===== config.mk =====
export PLATFORM = sky130hd
export DESIGN_NAME = lfsr_search_engine
export DESIGN_NICKNAME = d
export VERILOG_FILES = /design/src/rtl/lfsr_pkg.sv /design/src/rtl/barrel_rotator_n.sv /design/src/rtl/lfsr_search_engine.sv
export SDC_FILE = /design/constraint.sdc
export NUM_CORES = 1
export LEC_CHECK = 0
export BUFFER_PORTS_ARGS = -buffer_cell sky130_fd_sc_hd__buf_2
export CELL_PAD_IN_SITES_DETAIL_PLACEMENT = 1
export CELL_PAD_IN_SITES_GLOBAL_PLACEMENT = 2
export CORE_ASPECT_RATIO = 1.1
export CORE_UTILIZATION = 34
export CTS_CLUSTER_SIZE = 12
export DETAILED_ROUTE_END_ITERATION = 6
export MAX_ROUTING_LAYER = met4
export PLACE_DENSITY = 0.93
export SLEW_MARGIN = 5
export SYNTH_ARGS = -nofsm -noshare
export SYNTH_HDL_FRONTEND = slang
export SYNTH_SLANG_ARGS = --single-unit

===== constraint.sdc =====
create_clock -name LFSR_Clock -period 2.7 [get_ports LFSR_Clock]
set_input_delay 0.27 -clock LFSR_Clock [delete_from_list [all_inputs] [get_ports LFSR_Clock]]
set_output_delay 0.27 -clock LFSR_Clock [all_outputs]
set_load 0.01 [all_outputs]

===== src/rtl/lfsr_pkg.sv =====
// lfsr_pkg: shared FSM states, default feedback taps and clog2 helper for the LFSR search engine
package lfsr_pkg;
  typedef enum logic [2:0] {IDLE, LOAD, RUN, FOUND, EXHAUSTED} state_e;
  localparam logic [15:0] DEFAULT_TAPS = 16'hB400;
  function automatic int clog2(input int n);
    int r;
    r = 0;
    for (int v = n - 1; v > 0; v = v >> 1) r++;
    return r;
  endfunction
endpackage


===== src/rtl/barrel_rotator_n.sv =====
// barrel_rotator_n: combinational rotate-left of a WIDTH-bit word by amt_i mod WIDTH
module barrel_rotator_n
  import lfsr_pkg::*;
#(
  parameter int WIDTH = 16,
  parameter int SEL_W = clog2(WIDTH)
) (
  input  logic [WIDTH-1:0] data_i,
  input  logic [SEL_W-1:0] amt_i,
  output logic [WIDTH-1:0] data_o
);
  logic [SEL_W-1:0] amt;
  // right shift by WIDTH yields zero, so amt=0 passes data_i straight through
  assign amt = SEL_W'(32'(amt_i) % WIDTH);
  assign data_o = (data_i << amt) | (data_i >> (WIDTH - 32'(amt)));
endmodule


===== src/rtl/lfsr_search_engine.sv =====
// lfsr_search_engine: steps a Fibonacci LFSR from a seed until an external match,
// step-budget exhaustion or abort; exposes the register rotated by X
module lfsr_search_engine
  import lfsr_pkg::*;
#(
  parameter int              WIDTH     = 16,
  parameter logic [WIDTH-1:0] TAPS      = WIDTH'(DEFAULT_TAPS),
  parameter logic [WIDTH-1:0] MAX_STEPS = '1,
  parameter int              SEL_W     = clog2(WIDTH)
) (
  input  logic             LFSR_Clock,
  input  logic             Reset,
  input  logic             Start,
  input  logic [WIDTH-1:0] Seed,
  input  logic [SEL_W-1:0] X,
  input  logic             LFSR_Enable,
  input  logic             Compare_Found,
  input  logic             Abort,
  output logic [WIDTH-1:0] LFSR_OUT,
  output logic [WIDTH-1:0] Step_Count,
  output logic             Busy,
  output logic             Done,
  output logic             Match,
  output logic             Timeout
);
  state_e           state_q;
  logic [WIDTH-1:0] seed_q, lfsr_q, cnt_q, lfsr_d;
  logic             busy_q, done_q, match_q, timeout_q;
  assign lfsr_d = {lfsr_q[WIDTH-2:0], ^(lfsr_q & TAPS)};
  always_ff @(posedge LFSR_Clock) begin
    if (Reset) begin
      state_q   <= IDLE;
      seed_q    <= WIDTH'(1);
      lfsr_q    <= WIDTH'(1);
      cnt_q     <= '0;
      busy_q    <= 1'b0;
      done_q    <= 1'b0;
      match_q   <= 1'b0;
      timeout_q <= 1'b0;
    end else begin
      done_q <= 1'b0;
      case (state_q)
        IDLE: if (Start) begin
          state_q   <= LOAD;
          busy_q    <= 1'b1;
          seed_q    <= (Seed == '0) ? WIDTH'(1) : Seed;
          cnt_q     <= '0;
          match_q   <= 1'b0;
          timeout_q <= 1'b0;
        end
        LOAD: if (Abort) begin
          state_q <= IDLE;
          busy_q  <= 1'b0;
          done_q  <= 1'b1;
        end else begin
          state_q <= RUN;
          lfsr_q  <= seed_q;
        end
        // priority: abort, then match, then budget exhaustion, then stepping
        RUN: if (Abort) begin
          state_q <= IDLE;
          busy_q  <= 1'b0;
          done_q  <= 1'b1;
        end else if (Compare_Found) begin
          state_q <= FOUND;
          busy_q  <= 1'b0;
          done_q  <= 1'b1;
          match_q <= 1'b1;
        end else if (cnt_q == MAX_STEPS) begin
          state_q   <= EXHAUSTED;
          busy_q    <= 1'b0;
          done_q    <= 1'b1;
          timeout_q <= 1'b1;
        end else if (LFSR_Enable) begin
          lfsr_q <= lfsr_d;
          cnt_q  <= cnt_q + 1'b1;
        end
        default: state_q <= IDLE;
      endcase
    end
  end
  barrel_rotator_n #(.WIDTH(WIDTH), .SEL_W(SEL_W)) u_rot (
    .data_i(lfsr_q),
    .amt_i (X),
    .data_o(LFSR_OUT)
  );
  assign Step_Count = cnt_q;
  assign Busy       = busy_q;
  assign Done       = done_q;
  assign Match      = match_q;
  assign Timeout    = timeout_q;
endmodule


After elaboration in Yosys (flattened, before gate mapping)
Index checks and enable logic that the tools add are counted.

$add $sub $neg: 2. Equality and inequality tests: 13. Shift-type cells: 2. Mux-type cells: 38. Bitwise operators: 1. Reductions and logical operators: 13.

Operators by type and width (number): $mux W16 (11); $pmux W16 S2 (2); $shr A16 B32 Y16 (1); $ne A2 B2 Y1 const B (9); $add A16 B1 Y16 const B (1); $eq A16 B16 Y1 const B (1); $logic_not A16 Y1 (1); $or A16 B16 Y16 (1); $reduce_xor A16 Y1 (1); $shl A16 B4 Y16 (1); $mux W1 (15); $mux W3 (4); $reduce_and A6 Y1 (2); $pmux W3 S3 (1); $reduce_and A4 Y1 (2); $pmux W1 S2 (3); $sub A5 B4 Y6 const A (1); $reduce_and A5 Y1 (1); $ne A4 B4 Y1 const B (1); $reduce_and A2 Y1 (2); $reduce_bool A2 Y1 (2); $eq A3 B1 Y1 const B (1); $eq A3 B2 Y1 const B (1); $logic_not A3 Y1 (1); other kinds (3) (3).

Bits in registers: 55. Input bits: 26. Output and inout bits: 36. Word-level logic and storage cells: 77.

Logic depth before layout (Yosys ltp)
Word-level depth: 6. Gate-level depth with buffers: 10. Gate-level depth less buffers: 7.

Modules after synthesis
Synthesis repeated with hierarchy kept, for this count alone.

Cell total of the unflattened synthesis: 465. Area, all modules: 4291.6 um^2.

By module, submodules not included: lfsr_search_engine (instances 1, cells an instance 295, area each 2708.8 um^2, seq. area each 1101.1 um^2); barrel_rotator_n (instances 1, cells an instance 170, area each 1582.8 um^2, seq. area each 0.0 um^2).

Worst setup path after synthesis
Ideal clock, no wire load.

Path kind: input-to-output. From: in X[0]. To: out LFSR_OUT[6]. Arrival time: 2.252 ns. Required time: 2.430 ns. Path slack: 0.178 ns. Cell stages on the path: 9. Path buffers: 3. Cells stage by stage: buf_6 > buf_4 > inv_2 > ha_1 > clkbuf_1 > mux2_2 > mux2i_1 > o21ai_0 > a221o_1.

Cells in the longest elaborated chain, start to end: 3. Elaborated cells between the ends (all ways): 4. Those cells by class: add/sub: 1; shift: 2; bitwise: 1.

Ends and longest elaborated chain: start: declaration (line lfsr_search_engine.sv:15) `input logic [SEL_W-1:0] X,`; $sub A5 B4 Y6 (line barrel_rotator_n.sv:15) `assign data_o = (data_i << amt) | (data_i >> (WIDTH - 32'(amt)));`; $shr A16 B32 Y16 (line barrel_rotator_n.sv:15); $or A16 B16 Y16 * (line barrel_rotator_n.sv:15); end: declaration (line lfsr_search_engine.sv:19) `output logic [WIDTH-1:0] LFSR_OUT,`.

Every way passes the cells marked *; elsewhere a longest branch is shown, timed or not.

Final worst setup path
From: in X[0]. To: out LFSR_OUT[9].

The elaborated chain is that of the path after synthesis.

==> metrics.log <==
INFO  metric timing.final.hold_violations = 0
INFO  metric run_status = completed
INFO  metric fillers = 1386
INFO  metric clock_power_share = 0.351
INFO  metric crit_chain = buf_2 > inv_2 > ha_1 > buf_4 > mux2i_1 > o22ai_1 > mux2i_1 > o22ai_1 > a31o_1 > buf_2
INFO  metric clkTransAtPathRegs = 0.07 ns
INFO  metric synth-seq-area-share = 0.285
INFO  metric fin_crit_sh = 0.909
INFO  metric post-synth-top-area-cell = dfxtp_1
INFO  metric period_needed = 2.45 ns
INFO  metric post_layout_nonfiller_instances = 665
INFO  metric dp_hpwl = 8710 microns
INFO  metric cts_made_buffers = 5
INFO  metric drtPass1Iterations = 4
INFO  metric dpl.cell_count = 658
INFO  metric pwr-share-seq = 0.430
INFO  metric ctsHoldBuffers = 0
INFO  metric timing.rr.end = lfsr_q[10]
INFO  metric number_of_global_route_vias_before_repair = 3801
INFO  metric power_switching = 0.591 mW
INFO  metric syn-num-nets = 502
INFO  metric worst-r2r-setup-slack = 0.41 ns
INFO  metric rr_startpoint = Step_Count[0]
INFO  metric critPathArrivalTime = 2.18 ns
INFO  metric ctsLongestPathBuffers = 2
INFO  metric worst_slew_margin_rel = 0.414
INFO  metric final_estimated_routing_congestion_in_global_placement = 0.853
INFO  metric worst_hold_slack = 0.214 ns
INFO  metric clock_insertion_delay_worst_skew = 0.30 ns
INFO  metric via_per_inst = 5.63
INFO  metric die-width = 104 microns
INFO  metric pin_count_of_the_biggest_net_entering_global_routing = 35
INFO  metric synthesis.area = 3860 sq um
INFO  metric layout-area-overhead-vs-synth = 15.2%
INFO  metric cpMaxStageDelayCell = ha_1
INFO  metric synth.top_cells.by_area = dfxtp_1 29%, mux2i_1 11%, mux4_2 7.6%
INFO  metric min_path_cells = 2
INFO  metric floorplan.initialDensity = 0.351
INFO  metric floorplan.die_area = 11800 sq um
INFO  metric core_area = 11000 sq um
INFO  metric syn-mean-instance-area = 8.15 sq um
INFO  metric postCtsSetupRepairBufs = 0
INFO  metric synth_enable_flop_cells = 0
INFO  metric n_antenna_cell = 0
INFO  metric gr-total-overflow = 0
INFO  metric port_buffers = 61
INFO  metric critPathRequiredTime = 2.43 ns
INFO  metric synth_cell_types = 59
INFO  metric drive_above_1_share = 0.224
INFO  metric synthesis.instances = 474
INFO  metric mostFrequentLayoutCells = 70 x nand2_1, 61 x buf_2, 55 x dfxtp_1
INFO  metric worst_hold_endpoint = state_q[1]
INFO  metric power.internal = 1.48 mW
INFO  metric switching_share = 0.286
INFO  metric floorplan.io_pins = 62
INFO  metric antenna_violations_before_repair = 0
INFO  metric final-max-slew-violation-count = 0
INFO  metric layout_commonest_cell = nand2_1
INFO  metric grt.total_usage = 0.209
INFO  metric crit_path_max_incr_delay = 0.42 ns
INFO  metric design.final.nets = 546
INFO  metric synth-main-ff-cell = dfxtp_1
INFO  metric min_path_type = in2reg
INFO  metric timing.critical_path.to_type = output port
INFO  metric worst-setup-path-type = in2out
INFO  metric maximum_fanout_along_the_worst_path = 7
INFO  metric global_route_wire_length_before_repair = 19600 microns
INFO  metric setup_viol = 0
INFO  metric die_h = 114 microns
INFO  metric clock_sink_count = 55
INFO  metric ff2ff_path_depth = 6
INFO  metric yosysWarnings = 0
INFO  metric remaining_drc_errors = 0
INFO  metric routed_wire_length_per_instance = 17.3 microns
INFO  metric routed-via-count = 3744
INFO  metric synth_seq_cells = 55
INFO  metric cts_root_buf = clkbuf_16
INFO  metric fin_area = 4450 sq um
INFO  metric crit_path_start_kind = input pin
INFO  metric p_leak = 1.71 nW
INFO  metric min_from = Abort
INFO  metric worst_setup_path_startpoint = X[0]
INFO  metric power.density_cell_area = 465 nW/um^2
INFO  metric cap_viol_max_count = 0
INFO  metric post_cts_resized = 0
INFO  metric first_iter_violations = 136
INFO  metric comb_power_share = 0.220
INFO  metric synthDominantCellAreaShare = 0.285
INFO  metric post_place_instance_area = 4290 sq um
INFO  metric rows = 40
INFO  metric ys_async_sr_fraction = 0
INFO  metric cts.htree.levels = 2
INFO  metric kind_of_cell_adding_the_most_delay_to_the_critical_path = buffers and inverters
INFO  metric setup_total_negative_slack = 0 ns
INFO  metric fmaxAchievable = 0.408 GHz
INFO  metric tritoncts = built
INFO  metric route.antenna.remaining_nets = 0
INFO  metric worst-path-buf-inv = 4
INFO  metric wl = 11500 microns
INFO  metric setup_repair_after_global_routing_missed_its_margin = no
INFO  metric clock_skew = 0.00606 ns
INFO  metric worst_ir_drop_vdd = 0.405 mV
INFO  metric tightest_slew = 0.879 ns
power groups by stage:
stage	Clock (mW)	Sequential (mW)	Combinational (mW)
after floorplan	0	0.886	0.324
after CTS	0.731	0.888	0.455
after detailed placement	0	0.907	0.453
final	0.725	0.889	0.455
after global placement	0	0.904	0.438
after global routing	0.770	0.894	0.500
registers in the layout (all words and copies together) (netlist names):
register / flops
lfsr_q: 16
Timeout: 1
state_q: 3
Match: 1
Done: 1
Busy: 1
Step_Count: 16
seed_q: 16
cells in the mapped netlist (8+ instances only):
| cell | number |
|---|---|
| buf_2 | 17 |
| mux2_2 | 11 |
| nor2_1 | 38 |
| dfxtp_1 | 55 |
| nand2_1 | 70 |
| mux4_2 | 13 |
| clkbuf_1 | 18 |
| nand3_1 | 10 |
| nor3_1 | 13 |
| o21ai_0 | 32 |
| o31ai_1 | 8 |
| a21oi_1 | 32 |
| mux2i_1 | 41 |
| a211oi_1 | 17 |
layer usage:
| metal | share of wire | global-route usage | vias to the layer above |
|---|---|---|---|
| met5 | 0 | - | - |
| met4 | 0.015 | 0.0599 | 0 |
| met3 | 0.031 | 0.0263 | 12 |
| met2 | 0.48 | 0.349 | 81 |
| met1 | 0.47 | 0.268 | 1823 |
| li1 | - | - | 1828 |
logic make-up (layout without fill, tap and decap cells):
group                    after synthesis  after routing  share of synthesized area
multiplexers                          65             65                      0.214
adder cells (fa/ha/maj)                2              2                    0.00648
AO/OA/AOI/OAI                        127            127                      0.211
flip-flops                            55             55                      0.285
AND/OR/NAND/NOR                      175            175                      0.218
XOR/XNOR                               5              5                     0.0113
buffers and inverters                 45             89                     0.0541
worst max-delay path by stage:
| stage | slack, ns | cells after the start | endpoint |
|---|---|---|---|
| 5_1_grt | 0.14 | 10 | LFSR_OUT[9] |
| 2_1_floorplan | 0.18 | 9 | LFSR_OUT[6] |
| 4_1_cts | 0.24 | 10 | LFSR_OUT[9] |
| 3_3_place_gp | 0.36 | 10 | LFSR_OUT[4] |
| 6_report | 0.25 | 10 | LFSR_OUT[9] |
| 3_5_place_dp | 0.25 | 10 | LFSR_OUT[9] |
through the flow:
step / utilization / setup slack, ns / power [mW]
2_1_floorplan: - / 0.178 / 1.21
3_3_place_gp: 0.390 / 0.365 / 1.34
3_5_place_dp: 0.390 / 0.245 / 1.36
4_1_cts: 0.404 / 0.237 / 2.07
5_1_grt: 0.404 / 0.137 / 2.16
6_report: 0.404 / 0.246 / 2.07
layout make-up:
type | count | area (sq um) | area share
Clock buffer | 6 | 129 | 0.0290
Clock inverter | 1 | 30.0 | 0.00675
Inverter | 6 | 22.5 | 0.00506
Multi-Input combinational cell | 374 | 2550 | 0.574
Sequential cell | 55 | 1100 | 0.248
Tap cell | 147 | 184 | 0.0414
Timing Repair Buffer | 76 | 430 | 0.0968
No activity file was read; power rests on OpenSTA's default activity.
